`src/rtl/fifo_sync_reader.sv`:
```
// fifo_sync_reader: pops words from a fifo_sync read port, absorbs the
// FIFO's one-cycle read latency, and presents them on a valid/ready stream
// through a 2-entry buffer (head/tail). One word per clock when unblocked.
module fifo_sync_reader #(
  parameter int MEMORY_WIDTH = 4,
  parameter int COUNT_WIDTH  = 8
) (
  input  logic                    clk,
  input  logic                    rst,
  input  logic                    en,
  input  logic                    empty,
  input  logic [MEMORY_WIDTH-1:0] rdata,
  output logic                    r_en,
  output logic                    m_valid,
  input  logic                    m_ready,
  output logic [MEMORY_WIDTH-1:0] m_data,
  output logic [COUNT_WIDTH-1:0]  beat_count
);

  logic [1:0]              occ;       // buffered words, 0..2
  logic                    inflight;  // pop issued last cycle, word on rdata now
  logic [MEMORY_WIDTH-1:0] head;
  logic [MEMORY_WIDTH-1:0] tail;

  logic       take;
  logic [1:0] occ_left;  // occupancy after this cycle's take
  logic [2:0] pending;   // occupancy after take plus the arriving word

  assign m_valid = (occ != 2'd0);
  assign m_data  = head;

  // Pop only if the word arriving next cycle is guaranteed a buffer slot;
  // counting the in-flight word keeps the 2-entry buffer from overflowing.
  always_comb begin
    take     = m_valid & m_ready;
    occ_left = occ - {1'b0, take};
    pending  = {1'b0, occ_left} + {2'b0, inflight};
    r_en     = ~rst & en & ~empty & (pending < 3'd2);
  end

  // Buffer shift on take, capture of the in-flight word, and counters.
  always_ff @(posedge clk) begin
    if (rst) begin
      occ        <= 2'd0;
      inflight   <= 1'b0;
      head       <= '0;
      tail       <= '0;
      beat_count <= '0;
    end else begin
      if (take && occ == 2'd2)
        head <= tail;
      // Arriving word lands at the head if the buffer drains this cycle,
      // otherwise behind the (possibly just promoted) head.
      if (inflight) begin
        if (occ_left == 2'd0)
          head <= rdata;
        else
          tail <= rdata;
      end
      occ      <= pending[1:0];
      inflight <= r_en;
      if (take)
        beat_count <= beat_count + COUNT_WIDTH'(1);
    end
  end

endmodule

```
`config.mk`:
```
export PLATFORM = sky130hd
export DESIGN_NAME = fifo_sync_reader
export DESIGN_NICKNAME = d
export VERILOG_FILES = /design/src/rtl/fifo_sync_reader.sv
export SDC_FILE = /design/constraint.sdc
export NUM_CORES = 1
export LEC_CHECK = 0
export CORE_UTILIZATION = 49
export CTS_CLUSTER_SIZE = 16
export DETAILED_ROUTE_END_ITERATION = 6
export GPL_TIMING_DRIVEN = 0
export PLACE_DENSITY = 0.91
export SETUP_SLACK_MARGIN = 0.1
export SYNTH_ARGS = -nofsm -noshare
export SYNTH_HDL_FRONTEND = slang
export SYNTH_SLANG_ARGS = --single-unit
```
`constraint.sdc`:
```
create_clock -name clk -period 5.3 [get_ports clk]
set_input_delay 1.325 -clock clk [delete_from_list [all_inputs] [get_ports clk]]
set_output_delay 1.325 -clock clk [all_outputs]
set_load 0.01 [all_outputs]
```
* After elaboration in Yosys (flattened, before gate mapping)
Index checks and enable logic that the tools add are counted.
Storage, ports and cells: flip-flop bits (word level) 19, input bits 9, word-level logic and storage cells 24
Cells by class: add/sub/neg operators 3, $lt $le $gt $ge 1, equality and inequality tests 1, muxes and demuxes 3, bitwise logic cells 7, reductions and logical operators 4
Operators by type and width (count):
- 2-to-1 mux 4 bit | 3
- adder 8 x 1 -> 8 bit (second input constant) | 1
- AND 1 bit | 4
- adder 2 x 1 -> 3 bit | 1
- < comparator 3 x 2 -> 1 bit (second input constant) | 1
- inverter 1 bit | 3
- equality test 2 bit (second input constant) | 1
- logical NOT 2 bit | 1
- AND reduction 2 bit | 1
- nonzero test 2 bit | 1
- subtractor 2 x 1 -> 2 bit | 1
- logical AND 1 bit | 1

* Longest topological paths before layout
Gate-level depths: netlist of the first run.
word-level depth 6, mapped depth 9, mapped depth without buffers 8

* Worst setup path before layout of the first run
OpenSTA, ideal clock, no wires.
kind in2out, start input m_ready, end output r_en, data arrival time 2613 ps, setup slack 1362 ps, stages on the path 8, path buffers 0, path through o21ai_4 inv_1 ha_1 inv_1 ha_1 inv_1 ha_1 nor4bb_1
On the way: longest elaborated chain between the ends 5
Ends and longest elaborated chain:
- from (decl) | RTL line 15 | input logic m_ready,
- AND 1 bit | RTL line 35 | take = m_valid & m_ready;
- via take | RTL line 25 | logic take;
- subtractor 2 x 1 -> 2 bit | RTL line 36 | occ_left = occ - {1'b0, take};
- adder 2 x 1 -> 3 bit | RTL line 37 | pending = {1'b0, occ_left} + {2'b0, inflight};
- < comparator 3 x 2 -> 1 bit | RTL line 38 | r_en = ~rst & en & ~empty & (pending < 3'd2);
- AND 1 bit | RTL line 38
- to (decl) | RTL line 13 | output logic r_en,
The timed path passes the listed nets, and every way through them passes these cells.

* Worst setup path in the final report of the first run
Same ends and word-level chain as after synthesis.

==> impl_metrics.yaml, run 1 <==
sta:
  relSlewSlack_pct: 70.69
  hold_viol: 0
  drv_slew: 0
  setup_ws_ps: 274.2
  holdWs_ps: 482.4
  setup_viol: 0
  period_needed_ps: 5026
  clock.fmax_mhz: 199.0
  rsz0062_at_grt: "no"
  period_share_pct: 94.83
  worst_pin_slew_ps: 439.7
  tns_ps: 0
  fin_skew_ps: 5.985
critical_path:
  critical_path.top_delay_family: "buffers and inverters"
  worstPathRequired_ps: 3970
  rr_endpoint: "inflight$_SDFF_PP0_"
  critPathMaxFanout: 9
  endpoint_kind: "primary output"
  r2r_cells: 9
  critPathLaunchType: "input port"
  rrSetupSlack_ps: 3380
  reg2reg_from: "occ[1]$_SDFF_PP0_"
  slowest_delay_ps: 580
  cp_cell_sequence: "clkdlybuf4s50_1 > o21ai_4 > inv_1 > ha_1 > inv_1 > ha_1 > inv_1 > ha_1 > nor4bb_2 > clkdlybuf4s50_1"
  arrival_ps: 3700
  critPathKind: "input port to primary output"
  critPathSlowestCell: "clkdlybuf4s50_1"
  path_buf_inv: 5
synthesis:
  yosys.area.top_type: "dfxtp_1"
  synth_top_area_share_pct: 44.19
  syn_area_per_cell_sq_um: 9.256
  ys_seq_area_share_pct: 44.19
  synth_area_sq_um: 860.8
  ys_warn_count: 0
  synth_seq_cells: 19
  synth.distinct_cells: 25
  netlist_instances: 93
  syn-num-nets: 106
  yosys-top-cells-area: "dfxtp_1 44%, ha_1 5.8%, mux2i_1 5.8%, a21oi_1 5.2%, o21ai_0 4.1%"
grt:
  antenna_found_initial: 0
  globalRouteOverflowTotal: 0
  grtUsageTotal_pct: 19.48
  grt_pass1_wl_um: 2753
  grt_pass1_vias: 663
  grt_max_degree: 11
die:
  core-area_sq_um: 1577
  start_util_pct: 54.60
  dieWidth_um: 43.92
  rows: 14
  die_area_sq_um: 1929
  fp.dieH_um: 43.92
  ioPinCount: 23
power_and_ir_drop:
  ir_drop_uv: 281.3
  p_per_area_nw_per_um2: 330.1
  leakagePower_uw: 0.0004346
  netSwitchingFraction_pct: 31.69
  p_sw_uw: 118.6
  pwr-share-seq_pct: 46.0
  p_comb_share_pct: 35.1
  power_uw: 374.2
  p_clk_share_pct: 18.9
  p_int_uw: 255.6
cells_and_area:
  final_cell_mix: "22 x clkdlybuf4s50_1, 19 x dfxtp_1, 9 x a21oi_1"
  final_cells: 135
  final_common_cell: "clkdlybuf4s50_1"
  drive_above_1_share_pct: 5.882
  num-nets-final: 133
  regArea_sq_um: 380.4
  multi_input_area_sq_um: 452.9
  diodes: 0
  num-fill-cells: 119
  syn_to_final_growth_pct: 31.69
min_path:
  hold_start: "tail[1]$_SDFFE_PP0P_"
  whs_endpoint: "tail[1]$_SDFFE_PP0P_"
  hold_path_class: "flip-flop to flip-flop"
  hold_path_depth: 2
cts:
  cts_buffer_depth: 2
  clk_pin_slew_ps: 100
  post_cts_buffers: 0
  clock_latency_ps: 290
  root_buffer: "clkbuf_4"
  cts_tree: "built"
  numClockSinks: 19
  cts_max_level: 1
  cts_buffers: 3
routing:
  top_layer: "met4"
  ant_nets: 0
  routed_wirelength_um: 1753
  wire_per_inst_um: 12.99
  dr_wl_met3_um: 98
  route.detailed.drc: 0
  via_per_inst: 5.726
  firstDrtPassIters: 6
  via_count: 773
  dr_wl_met2_um: 879
  wl_met1_um: 763
  drt_iter0_drc: 17
place:
  post-dp-hpwl_um: 1354
  dp.cells: 131
  io_buffers: 22
  gp_congestion: 0.7847
  dp_slack_ps: 264.2
run:
  drv_cap: 0
run_status:
  outcome: "finished clean"
-- routing by layer --
metal / track usage (%) / vias up
met2: 33.13 / 20
met5: 0 / -
met4: 5.455 / 0
li1: - / 391
met3: 6.250 / 2
met1: 23.64 / 360
-- cells in the mapped netlist --
master,number
o31ai_1,2
nand4_1,2
o211ai_1,1
nor2_1,7
or4_1,2
xnor2_1,1
a21oi_1,9
nand2b_1,1
mux2i_1,5
buf_4,1
ha_1,4
nor4bb_1,2
o21ai_0,7
nand3_1,5
dfxtp_1,19
or3_1,3
o21ai_4,1
xor2_1,2
clkbuf_1,2
nor2b_1,3
or2_2,1
nand2_1,2
a211oi_1,4
nand3b_1,2
inv_1,5
-- tightest hold or removal path, delay by kind of cell (launching register included) --
kind	cells	cell delay, ps
flops	1	320
compound gates	2	120
-- sequential cells by signal, summed over array words and instances, names as in the netlist --
| signal | flops |
|---|---|
| inflight | 1 |
| beat_count | 8 |
| occ | 2 |
| m_data | 4 |
| tail | 4 |
-- cells by family (layout without fill, tap and decap cells) --
| logic type | after synthesis | after routing | share of synthesized area (%) |
|---|---|---|---|
| flip-flops | 19 | 19 | 44.19 |
| AND/OR/NAND/NOR | 30 | 30 | 19.91 |
| AO/OA/AOI/OAI | 24 | 24 | 17.30 |
| buffers and inverters | 8 | 34 | 3.925 |
| XOR/XNOR | 3 | 3 | 3.053 |
| adder cells (fa/ha/maj) | 4 | 4 | 5.814 |
| multiplexers | 5 | 5 | 5.814 |
-- power groups by stage --
stage / clock, uW / sequential (uW) / combinational, uW
2_1_floorplan: 0 / 177 / 75.7
4_1_cts: 72.3 / 172 / 132
5_1_grt: 78.5 / 173 / 144
3_3_place_gp: 0 / 174 / 124
6_report: 70.9 / 172 / 131
3_5_place_dp: 0 / 175 / 130
-- area by class of cell --
cell class	count	area share (%)
buffer	3	1.325
clock buffer	4	2.318
inverter	5	1.656
multi-input combinational	66	39.96
sequential	19	33.55
tap	16	1.766
timing repair buffer	22	19.43
-- through the flow --
step / util, % / instance area (sq um)
finish: 71.90 / 1134
global route: 71.90 / 1134
CTS: 71.51 / 1127
detailed placement: 69.84 / 1101
global placement: 69.84 / 1101
floorplan: - / 860.8
-- worst max path at each step --
stage | depth (start not counted) | endpoint | startpoint
4_1_cts | 10 | r_en | m_ready
3_3_place_gp | 10 | r_en | m_ready
5_1_grt | 10 | r_en | m_ready
2_1_floorplan | 8 | r_en | m_ready
6_report | 10 | r_en | m_ready
3_5_place_dp | 10 | r_en | m_ready
-- repair_timing --
action	in CTS	in global routing
hold buffers	0	0
gates resized for setup	0	1
endpoints found under the setup margin	0	1
(Power assumes the default switching activity.)
==> run 2: changes to the inputs <==
--- a/config.mk
+++ b/config.mk
@@ -5,11 +5,11 @@
 export SDC_FILE = /design/constraint.sdc
 export NUM_CORES = 1
 export LEC_CHECK = 0
-export CORE_UTILIZATION = 49
-export CTS_CLUSTER_SIZE = 16
+export CORE_UTILIZATION = 58
 export DETAILED_ROUTE_END_ITERATION = 6
+export DONT_BUFFER_PORTS = 1
 export GPL_TIMING_DRIVEN = 0
-export PLACE_DENSITY = 0.91
+export PLACE_DENSITY = 0.84
 export SETUP_SLACK_MARGIN = 0.1
 export SYNTH_ARGS = -nofsm -noshare
 export SYNTH_HDL_FRONTEND = slang
==> run 2 against run 1 <==
  * Global-route usage increased by 1.9 points
  * Power fell by 9.4%
  * Clock skew grew 1.6 ps
  * Largest power group unchanged
  * Worst hold slack gained 3.4 ps
  * Sequential power increased by 3%
  * Clock power shrank 0.6%
  * First-iteration DRC count down 18%
  * Fmax up 22%
  * Final cell count shrank 17%
  * Non-clock buffer count decreased by 22
  * Die area shrank 15%
  * Flip-flop and latch count did not move
==> impl_metrics.yaml, run 2 (synthesized netlist as in run 1, its figures left out) <==
critical_path:
  critPathLaunchType: "input port"
  worstPathRequired_ps: 3970
  endpoint_kind: "primary output"
  critical_path.top_delay_family: "adder cells"
  critPathMaxFanout: 9
  critPathKind: "input port to primary output"
  path_buf_inv: 3
  slowest_delay_ps: 520
  cp_cell_sequence: "o21ai_4 > inv_1 > ha_1 > inv_1 > ha_1 > inv_1 > ha_1 > nor4bb_1"
  arrival_ps: 2790
  critPathSlowestCell: "nor4bb_1"
sta:
  rsz0062_at_grt: "no"
  clock.fmax_mhz: 242.9
  fin_skew_ps: 7.591
  worst_pin_slew_ps: 534.8
  relSlewSlack_pct: 63.86
  holdWs_ps: 485.8
  period_share_pct: 77.69
  hold_viol: 0
  drv_slew: 0
  period_needed_ps: 4117
  setup_viol: 0
  tns_ps: 0
routing:
  firstDrtPassIters: 4
  ant_nets: 0
  via_per_inst: 6.232
  route.detailed.drc: 0
  via_count: 698
  routed_wirelength_um: 1562
  drt_iter0_drc: 14
  wire_per_inst_um: 13.95
cts:
  post_cts_buffers: 0
  cts_hold_buffers: 0
  root_buffer: "clkbuf_4"
  cts_max_level: 1
  ctsResizeCount: 0
  cts_tree: "built"
  clk_pin_slew_ps: 110
  numClockSinks: 19
  cts_buffer_depth: 2
  cts_buffers: 3
  clock_latency_ps: 290
cells_and_area:
  final_common_cell: "dfxtp_1"
  diodes: 0
  drive_above_1_share_pct: 7.216
  utilization_pct: 68.01
  largest_reg_flops: 8
  final_cell_mix: "19 x dfxtp_1, 9 x a21oi_1, 7 x o21ai_0, 7 x nor2_1"
  syn_to_final_growth_pct: 5.378
  final_cells: 112
  largest-register: "beat_count"
  num-nets-final: 111
place:
  io_buffers: 0
  gp_congestion: 0.6874
  post-dp-hpwl_um: 1220
  dp.cells: 108
grt:
  grt_pass1_vias: 563
  grtUsageTotal_pct: 21.42
  antenna_found_initial: 0
  grt_max_degree: 12
  grt_pass1_wl_um: 2283
  globalRouteOverflowTotal: 0
min_path:
  hold_path_class: "flip-flop to flip-flop"
run_status:
  outcome: "finished clean"
die:
  ioPinCount: 23
  fp.dieH_um: 40.53
  rows: 13
  dieWidth_um: 40.53
  start_util_pct: 64.54
  die_area_sq_um: 1642
  core-area_sq_um: 1334
power_and_ir_drop:
  ir_drop_uv: 268.3
  leakagePower_uw: 0.0003573
  p_per_area_nw_per_um2: 373.9
run:
  drv_cap: 0
run 2: area by class of cell:
class	count	area, sq um
multi-input combinational	66	446.7
fill	103	426.7
sequential	19	380.4
clock buffer	3	22.52
inverter	5	18.77
tap	15	18.77
buffer	3	15.01
clock inverter	1	5.005
run 2: metal layers:
metal | GRT usage (%) | vias up | share of wire, %
li1 | - | 349 | -
met1 | 26.60 | 327 | 44
met2 | 33.73 | 20 | 50
met3 | 10.00 | 2 | 5.6
met4 | 4.167 | 0 | 0.64
met5 | 0 | - | 0
run 2: tightest hold or removal path: stages, from the launching register on:
cell	delay, ps
dfxtp_1	320
o21ai_0	60
a21oi_1	60
run 2: metrics by stage:
step                      cell area [sq um]  setup slack (ps)  power (uW)
after floorplan                       860.8              1362       252.5
after global placement                879.6              1269       266.0
after detailed placement              879.6              1170       271.3
after CTS                             907.1              1169       343.3
after global routing                  907.1              1089       360.6
final                                 907.1              1183       339.2
run 2: power by group:
part | leakage (uW) | internal, uW | switching [uW] | total [uW]
sequential | 0.000154 | 159 | 18.3 | 177
clock | 0.0000177 | 28.1 | 42.4 | 70.5
combinational | 0.000186 | 40.9 | 50.9 | 91.7
total | 0.000357 | 228 | 112 | 339
run 2: worst paths after layout:
path / startpoint / end / slack [ps] / depth (start not counted)
setup reg to reg: occ[1]$_SDFF_PP0_ / inflight$_SDFF_PP0_ / 3390 / 9
hold / removal: tail[0]$_SDFFE_PP0P_ / tail[0]$_SDFFE_PP0P_ / 490 / 2
hold reg to reg: tail[0]$_SDFFE_PP0P_ / tail[0]$_SDFFE_PP0P_ / 490 / 2
setup / recovery: m_ready / r_en / 1180 / 8
